--- src/rtl/axis_hdr_strip_if.sv ---
// axis_hdr_strip_if -- AXI-Stream bundle used on both sides of axis_hdr_strip.
//
// Signals:
//   tdata  [DATA_WIDTH-1:0]  beat data
//   tvalid                   source has a beat
//   tready                   sink can take a beat
//   tlast                    final beat of a frame
// Modports:
//   master  drives tdata/tvalid/tlast, samples tready
//   slave   samples tdata/tvalid/tlast, drives tready
interface axis_hdr_strip_if #(
  parameter int DATA_WIDTH = 32
);
  logic [DATA_WIDTH-1:0] tdata;
  logic                  tvalid;
  logic                  tready;
  logic                  tlast;

  modport master (output tdata, output tvalid, output tlast, input tready);
  modport slave  (input tdata, input tvalid, input tlast, output tready);
endinterface

--- src/rtl/axis_hdr_strip.sv ---
// axis_hdr_strip -- validates and removes the header beat of AXI-Stream frames.
//
// Each incoming frame starts with a header word: [31:16] magic, [15:0]
// sequence number (bits above 31 ignored). Frames with the right magic have
// the header removed and the payload forwarded unchanged through a one-entry
// registered output stage (TLAST preserved). Frames with a bad magic, and
// header-only (runt) frames, are dropped whole and counted.
//
// Optional feature: define AXIS_HDR_STRIP_SEQCHK_EN to enable sequence
// continuity checking (seq_err_cnt). Without it seq_err_cnt reads 0.
//
// Ports:
//   clk          stream clock
//   rstn         asynchronous active-low reset
//   s_axis       input stream (slave modport): header beat, then payload
//   m_axis       output stream (master modport): payload beats only
//   frame_cnt    good frames forwarded (counted on output TLAST transfer)
//   err_cnt      frames dropped (bad magic or runt)
//   seq_err_cnt  sequence discontinuities among good headers
//   last_seq     sequence field of the last accepted good header
// All counters saturate at 16'hFFFF.
module axis_hdr_strip #(
  parameter int          DATA_WIDTH = 32,
  parameter logic [15:0] MAGIC      = 16'hA5A5
) (
  input  logic                   clk,
  input  logic                   rstn,
  axis_hdr_strip_if.slave        s_axis,
  axis_hdr_strip_if.master       m_axis,
  output logic [15:0]            frame_cnt,
  output logic [15:0]            err_cnt,
  output logic [15:0]            seq_err_cnt,
  output logic [15:0]            last_seq
);

  typedef enum logic [1:0] {
    HDR     = 2'd0,
    PAYLOAD = 2'd1,
    DROP    = 2'd2
  } state_t;

  function automatic logic [15:0] sat_inc(input logic [15:0] v);
    return (v == 16'hFFFF) ? v : v + 16'd1;
  endfunction

  state_t                  state;
  state_t                  state_nxt;
  logic                    in_ready;
  logic                    in_xfer;
  logic                    out_xfer;
  logic                    load;
  logic                    hdr_good;
  logic                    hdr_bad;
  logic [15:0]             hdr_magic;
  logic [15:0]             hdr_seq;

  logic [DATA_WIDTH-1:0]   data_p1;
  logic                    last_p1;
  logic                    vld_p1;

  assign hdr_magic = s_axis.tdata[31:16];
  assign hdr_seq   = s_axis.tdata[15:0];

  // Headers and dropped beats never need output space; payload beats may
  // enter only when the output register is empty or draining this cycle.
  assign in_ready  = (state == PAYLOAD) ? (!vld_p1 || m_axis.tready) : 1'b1;
  assign in_xfer   = s_axis.tvalid && in_ready;
  assign out_xfer  = vld_p1 && m_axis.tready;

  assign s_axis.tready = in_ready;
  assign m_axis.tdata  = data_p1;
  assign m_axis.tlast  = last_p1;
  assign m_axis.tvalid = vld_p1;

  always_ff @(posedge clk or negedge rstn) begin
    if (!rstn) begin
      state <= HDR;
    end else begin
      state <= state_nxt;
    end
  end

  always_comb begin
    state_nxt = state;
    load      = 1'b0;
    hdr_good  = 1'b0;
    hdr_bad   = 1'b0;
    unique case (state)
      HDR: begin
        if (in_xfer) begin
          if (s_axis.tlast) begin
            hdr_bad = 1'b1;           // runt: header with no payload
          end else if (hdr_magic != MAGIC) begin
            hdr_bad   = 1'b1;
            state_nxt = DROP;
          end else begin
            hdr_good  = 1'b1;
            state_nxt = PAYLOAD;
          end
        end
      end
      PAYLOAD: begin
        if (in_xfer) begin
          load = 1'b1;
          if (s_axis.tlast) state_nxt = HDR;
        end
      end
      DROP: begin
        if (in_xfer && s_axis.tlast) state_nxt = HDR;
      end
      default: state_nxt = HDR;
    endcase
  end

  // ---- stage p1: registered output beat ----
  always_ff @(posedge clk or negedge rstn) begin
    if (!rstn) begin
      data_p1 <= '0;
      last_p1 <= 1'b0;
      vld_p1  <= 1'b0;
    end else if (load) begin
      data_p1 <= s_axis.tdata;
      last_p1 <= s_axis.tlast;
      vld_p1  <= 1'b1;
    end else if (out_xfer) begin
      vld_p1  <= 1'b0;
    end
  end

  always_ff @(posedge clk or negedge rstn) begin
    if (!rstn) begin
      frame_cnt <= '0;
      err_cnt   <= '0;
      last_seq  <= '0;
    end else begin
      if (out_xfer && last_p1) frame_cnt <= sat_inc(frame_cnt);
      if (hdr_bad)             err_cnt   <= sat_inc(err_cnt);
      if (hdr_good)            last_seq  <= hdr_seq;
    end
  end

`ifdef AXIS_HDR_STRIP_SEQCHK_EN
  logic        seq_valid;
  logic [15:0] seq_exp;

  // Expected next sequence wraps modulo 2^16, so FFFF -> 0000 is continuous.
  assign seq_exp = last_seq + 16'd1;

  always_ff @(posedge clk or negedge rstn) begin
    if (!rstn) begin
      seq_valid   <= 1'b0;
      seq_err_cnt <= '0;
    end else if (hdr_good) begin
      seq_valid <= 1'b1;
      if (seq_valid && (hdr_seq != seq_exp)) seq_err_cnt <= sat_inc(seq_err_cnt);
    end
  end
`else
  assign seq_err_cnt = '0;
`endif

endmodule

--- src/flat_wrapper.sv ---
// flat-port wrapper written by rule: the top's interface ports become plain ports
module axis_hdr_strip_flat 
#(
  parameter int          DATA_WIDTH = 32,
  parameter logic [15:0] MAGIC      = 16'hA5A5
)
  (clk, rstn, frame_cnt, err_cnt, seq_err_cnt, last_seq, s_axis_tdata, s_axis_tvalid, s_axis_tlast, s_axis_tready, m_axis_tdata, m_axis_tvalid, m_axis_tlast, m_axis_tready);
  axis_hdr_strip_if #(.DATA_WIDTH(DATA_WIDTH)) s_axis_i ();
  axis_hdr_strip_if #(.DATA_WIDTH(DATA_WIDTH)) m_axis_i ();
  input  logic clk;
  input  logic rstn;
  output logic [15:0] frame_cnt;
  output logic [15:0] err_cnt;
  output logic [15:0] seq_err_cnt;
  output logic [15:0] last_seq;
  input wire logic [$bits(s_axis_i.tdata)-1:0] s_axis_tdata;
  input wire logic [$bits(s_axis_i.tvalid)-1:0] s_axis_tvalid;
  input wire logic [$bits(s_axis_i.tlast)-1:0] s_axis_tlast;
  output wire logic [$bits(s_axis_i.tready)-1:0] s_axis_tready;
  output wire logic [$bits(m_axis_i.tdata)-1:0] m_axis_tdata;
  output wire logic [$bits(m_axis_i.tvalid)-1:0] m_axis_tvalid;
  output wire logic [$bits(m_axis_i.tlast)-1:0] m_axis_tlast;
  input wire logic [$bits(m_axis_i.tready)-1:0] m_axis_tready;
  assign s_axis_i.tdata = s_axis_tdata;
  assign s_axis_i.tvalid = s_axis_tvalid;
  assign s_axis_i.tlast = s_axis_tlast;
  assign s_axis_tready = s_axis_i.tready;
  assign m_axis_tdata = m_axis_i.tdata;
  assign m_axis_tvalid = m_axis_i.tvalid;
  assign m_axis_tlast = m_axis_i.tlast;
  assign m_axis_i.tready = m_axis_tready;
  axis_hdr_strip #(.DATA_WIDTH(DATA_WIDTH), .MAGIC(MAGIC)) u_core (.clk(clk), .rstn(rstn), .s_axis(s_axis_i), .m_axis(m_axis_i), .frame_cnt(frame_cnt), .err_cnt(err_cnt), .seq_err_cnt(seq_err_cnt), .last_seq(last_seq));
endmodule
--- config.mk ---
export PLATFORM = sky130hd
export DESIGN_NAME = axis_hdr_strip_flat
export DESIGN_NICKNAME = d
export VERILOG_FILES = /design/src/rtl/axis_hdr_strip_if.sv /design/src/rtl/axis_hdr_strip.sv /design/src/flat_wrapper.sv
export SDC_FILE = /design/constraint.sdc
export NUM_CORES = 1
export LEC_CHECK = 0
export ABC_AREA = 0
export CAP_MARGIN = 20
export CORE_ASPECT_RATIO = 1.5
export CORE_UTILIZATION = 50
export CTS_BUF_LIST = sky130_fd_sc_hd__clkbuf_4 sky130_fd_sc_hd__clkbuf_8
export CTS_CLUSTER_DIAMETER = 80
export DETAILED_ROUTE_END_ITERATION = 8
export PLACE_DENSITY = 0.88
export SLEW_MARGIN = 20
export SYNTH_ARGS = -nofsm -noshare
export SYNTH_HDL_FRONTEND = slang
export SYNTH_SLANG_ARGS = --single-unit
--- constraint.sdc ---
create_clock -name clk -period 4.5 [get_ports clk]
set_input_delay 0.9 -clock clk [delete_from_list [all_inputs] [get_ports clk]]
set_output_delay 0.9 -clock clk [all_outputs]
set_load 0.01 [all_outputs]
==> flow_metrics.py <==
metrics = {
    "layout": {
        "final_cell_mix": "118 x clkdlybuf4s50_1, 84 x dfrtp_1, 41 x mux2_2",
        "final_nets": 448,
        "antenna_cells": 0,
        "drive_above_1_share_pct": 18.9,
        "mostFrequentLayoutCell": "clkdlybuf4s50_1",
        "fin_util_pct": 72.4,
        "syn2layout_area_growth_pct": 39.8,
    },
    "setup_path": {
        "rr_worst_depth": 3,
        "cp_cell_sequence": "clkdlybuf4s50_1 -> nand2b_1 -> or3_1 -> clkdlybuf4s50_1",
        "r2r-start": "u_core.state[1]",
        "cp-start-kind": "primary input",
        "required_ns": 3.60,
        "max_stage_delay_ns": 0.49,
        "r2r_end": "u_core.last_seq[15]",
        "reg2reg_slack_ns": 2.37,
        "endpoint_kind": "output pin",
        "path_buf_inv": 2,
        "worst_path_most_repeated_cell": "clkdlybuf4s50_1",
        "crit_slowest_cell": "clkdlybuf4s50_1",
        "worstPathArrival_ns": 2.44,
        "worstPathMaxFanout": 4,
        "crit_type": "in2out",
        "critical-path-top-delay-family": "buffers and inverters",
    },
    "sta": {
        "clock-skew-final_ns": 0.00526,
        "setup-tns-final_ns": 0,
        "tightestPinTransition_ns": 0.950,
        "drv_slew": 0,
        "setup_viol": 0,
        "max_clock_freq_mhz": 299,
        "worst_slew_margin_rel_pct": 36.7,
        "timing.final.crit_share_pct": 74.3,
        "finalHoldViolCount": 0,
        "min_period_ns": 3.34,
        "rsz0062_at_grt": "false",
    },
    "global_route": {
        "grt_pass1_vias": 2641,
        "gr-usage-all-layers_pct": 21.8,
        "antenna_found_initial": 0,
        "grt_max_degree": 85,
        "grt_pass1_wl_um": 12600,
        "grt-ovfl-total": 0,
    },
    "clocking": {
        "ctsHoldBuffers": 0,
        "post-cts-setup-buffers": 0,
        "cts_htree_levels": 3,
        "cts_buffer_depth": 2,
        "clock-sinks": 84,
        "numCtsBuffers": 9,
        "clock_latency_ns": 0.35,
        "cts_tree": "built",
        "cts_root_buffer": "clkbuf_8",
        "cts_resized": 0,
        "cts.reportedPaths.clkPinSlew_ns": 0.07,
    },
    "detailed_routing": {
        "drc_errors": 0,
        "post_drt_wl_per_cell_um": 15.9,
        "wirelength_um": 8170,
        "via_per_inst": 5.12,
        "drtIter0Drc": 112,
        "drtAntennaViolNets": 0,
        "firstDrtPassIters": 4,
        "vias": 2627,
    },
    "run": {
        "cap_violations": 0,
    },
    "logic_synthesis": {
        "yosys-top-cells-area": "dfrtp_1 56%, mux2_2 12%, mux2_4 4.0%, xor2_1 4.0%, buf_4 3.2%",
        "netlist_area_sq_um": 3740,
        "synth_flop_cell": "dfrtp_1",
        "ys_seq_elements": 84,
        "yosysTopAreaCellShare_pct": 56.2,
        "async_reset_ff_share_pct": 100,
        "syn_area_per_cell_sq_um": 13.0,
        "yosys_warnings": 0,
        "syn_inst": 287,
        "ys_seq_area_share_pct": 56.2,
        "synth_edf_count": 0,
        "synthDistinctLibCells": 37,
        "synth_area_leader_cell": "dfrtp_1",
    },
    "die": {
        "die_height_um": 108,
        "rows": 38,
        "ios": 136,
        "initial_core_util_pct": 51.8,
        "core_sq_um": 7230,
        "fp.dieW_um": 72.6,
        "dieArea_sq_um": 7840,
    },
    "min_path": {
        "min_path_type": "reg2reg",
        "hold_end": "u_core.state[1]",
        "hold_path.startpoint": "u_core.state[0]",
        "whs_path_depth": 1,
    },
    "pwr": {
        "leakagePower_uw": 0.00242,
        "p_per_area_nw_per_um2": 358,
        "ir_drop_v": 0.000330,
    },
    "place": {
        "place_congestion": 0.792,
        "post-dp-hpwl_um": 5940,
        "portBuffers": 119,
    },
    "run_status": {
        "status": "complete, no violations",
    },
}
## layout make-up
cell class | count | area, sq um
inverter | 6 | 22.5
sequential | 84 | 2100
clock inverter | 4 | 120
clock buffer | 11 | 151
fill | 499 | 2000
tap | 100 | 125
timing repair buffer | 119 | 1190
multi-input combinational | 189 | 1520
## stage by stage
step,setup slack (ns),hold WS [ns],cells,cell area (sq um),power (uW)
after floorplan,2.09,0.443,302,3800,996
after global placement,1.18,0.465,498,4950,1170
after detailed placement,1.18,0.480,498,4950,1190
after CTS,1.16,0.491,513,5230,1890
after global routing,1.12,0.509,513,5230,1950
final,1.16,0.489,513,5230,1870
## cell usage after synthesis (2+ instances only)
cell      number
a21oi_1        3
and3_1         4
and4_1         6
and4bb_2       4
buf_4         16
buf_6          2
clkbuf_1       4
dfrtp_1       84
ha_1           2
inv_1          6
mux2_2        41
mux2_4        10
nand2_1       15
nand3_1       13
nand4_1        3
nor2_1        17
nor3_1         6
nor3b_1        2
nor4_2         2
o211ai_2       2
or3_1          3
xnor2_1       11
xor2_1        17
## power by group
part           switching [uW]  total (uW)  internal, uW
Clock                     251         703           452
Combinational             120         300           181
Sequential               53.9         870           817
## worst max path at each step
stage | startpoint | endpoint | cells after the start
global placement | m_axis_tready | s_axis_tready | 4
detailed placement | m_axis_tready | s_axis_tready | 4
finish | m_axis_tready | s_axis_tready | 4
floorplan | s_axis_tdata[27] | u_core.last_seq[10] | 6
CTS | m_axis_tready | s_axis_tready | 4
global route | m_axis_tready | s_axis_tready | 4
## routing by layer
metal	vias to the layer above	GRT usage [%]	share of wire [%]
met4	0	13.9	4.1
met3	25	3.26	4.6
met1	1280	24.9	37
li1	1216	-	-
met2	106	37.6	55
met5	-	0	0
## cell families (layout without fill, tap and decap cells)
group	after synthesis	after routing	share of synthesized area [%]
xor+xnor	28	28	6.56
fa+ha+maj	2	2	0.669
flops	84	84	56.2
other cells	1	16	0.100
buf+inv	29	140	4.95
compound gates	11	11	2.27
simple gates	80	80	12.6
mux	52	52	16.6
## state kept, by name, indices dropped and copies added (netlist names)
register,flops
u_core.m_axis.tlast,1
u_core.state,2
u_core.m_axis.tdata,32
u_core.last_seq,16
u_core.m_axis.tvalid,1
u_core.frame_cnt,16
u_core.err_cnt,16
Note: power is estimated with default switching activity, not from simulation.
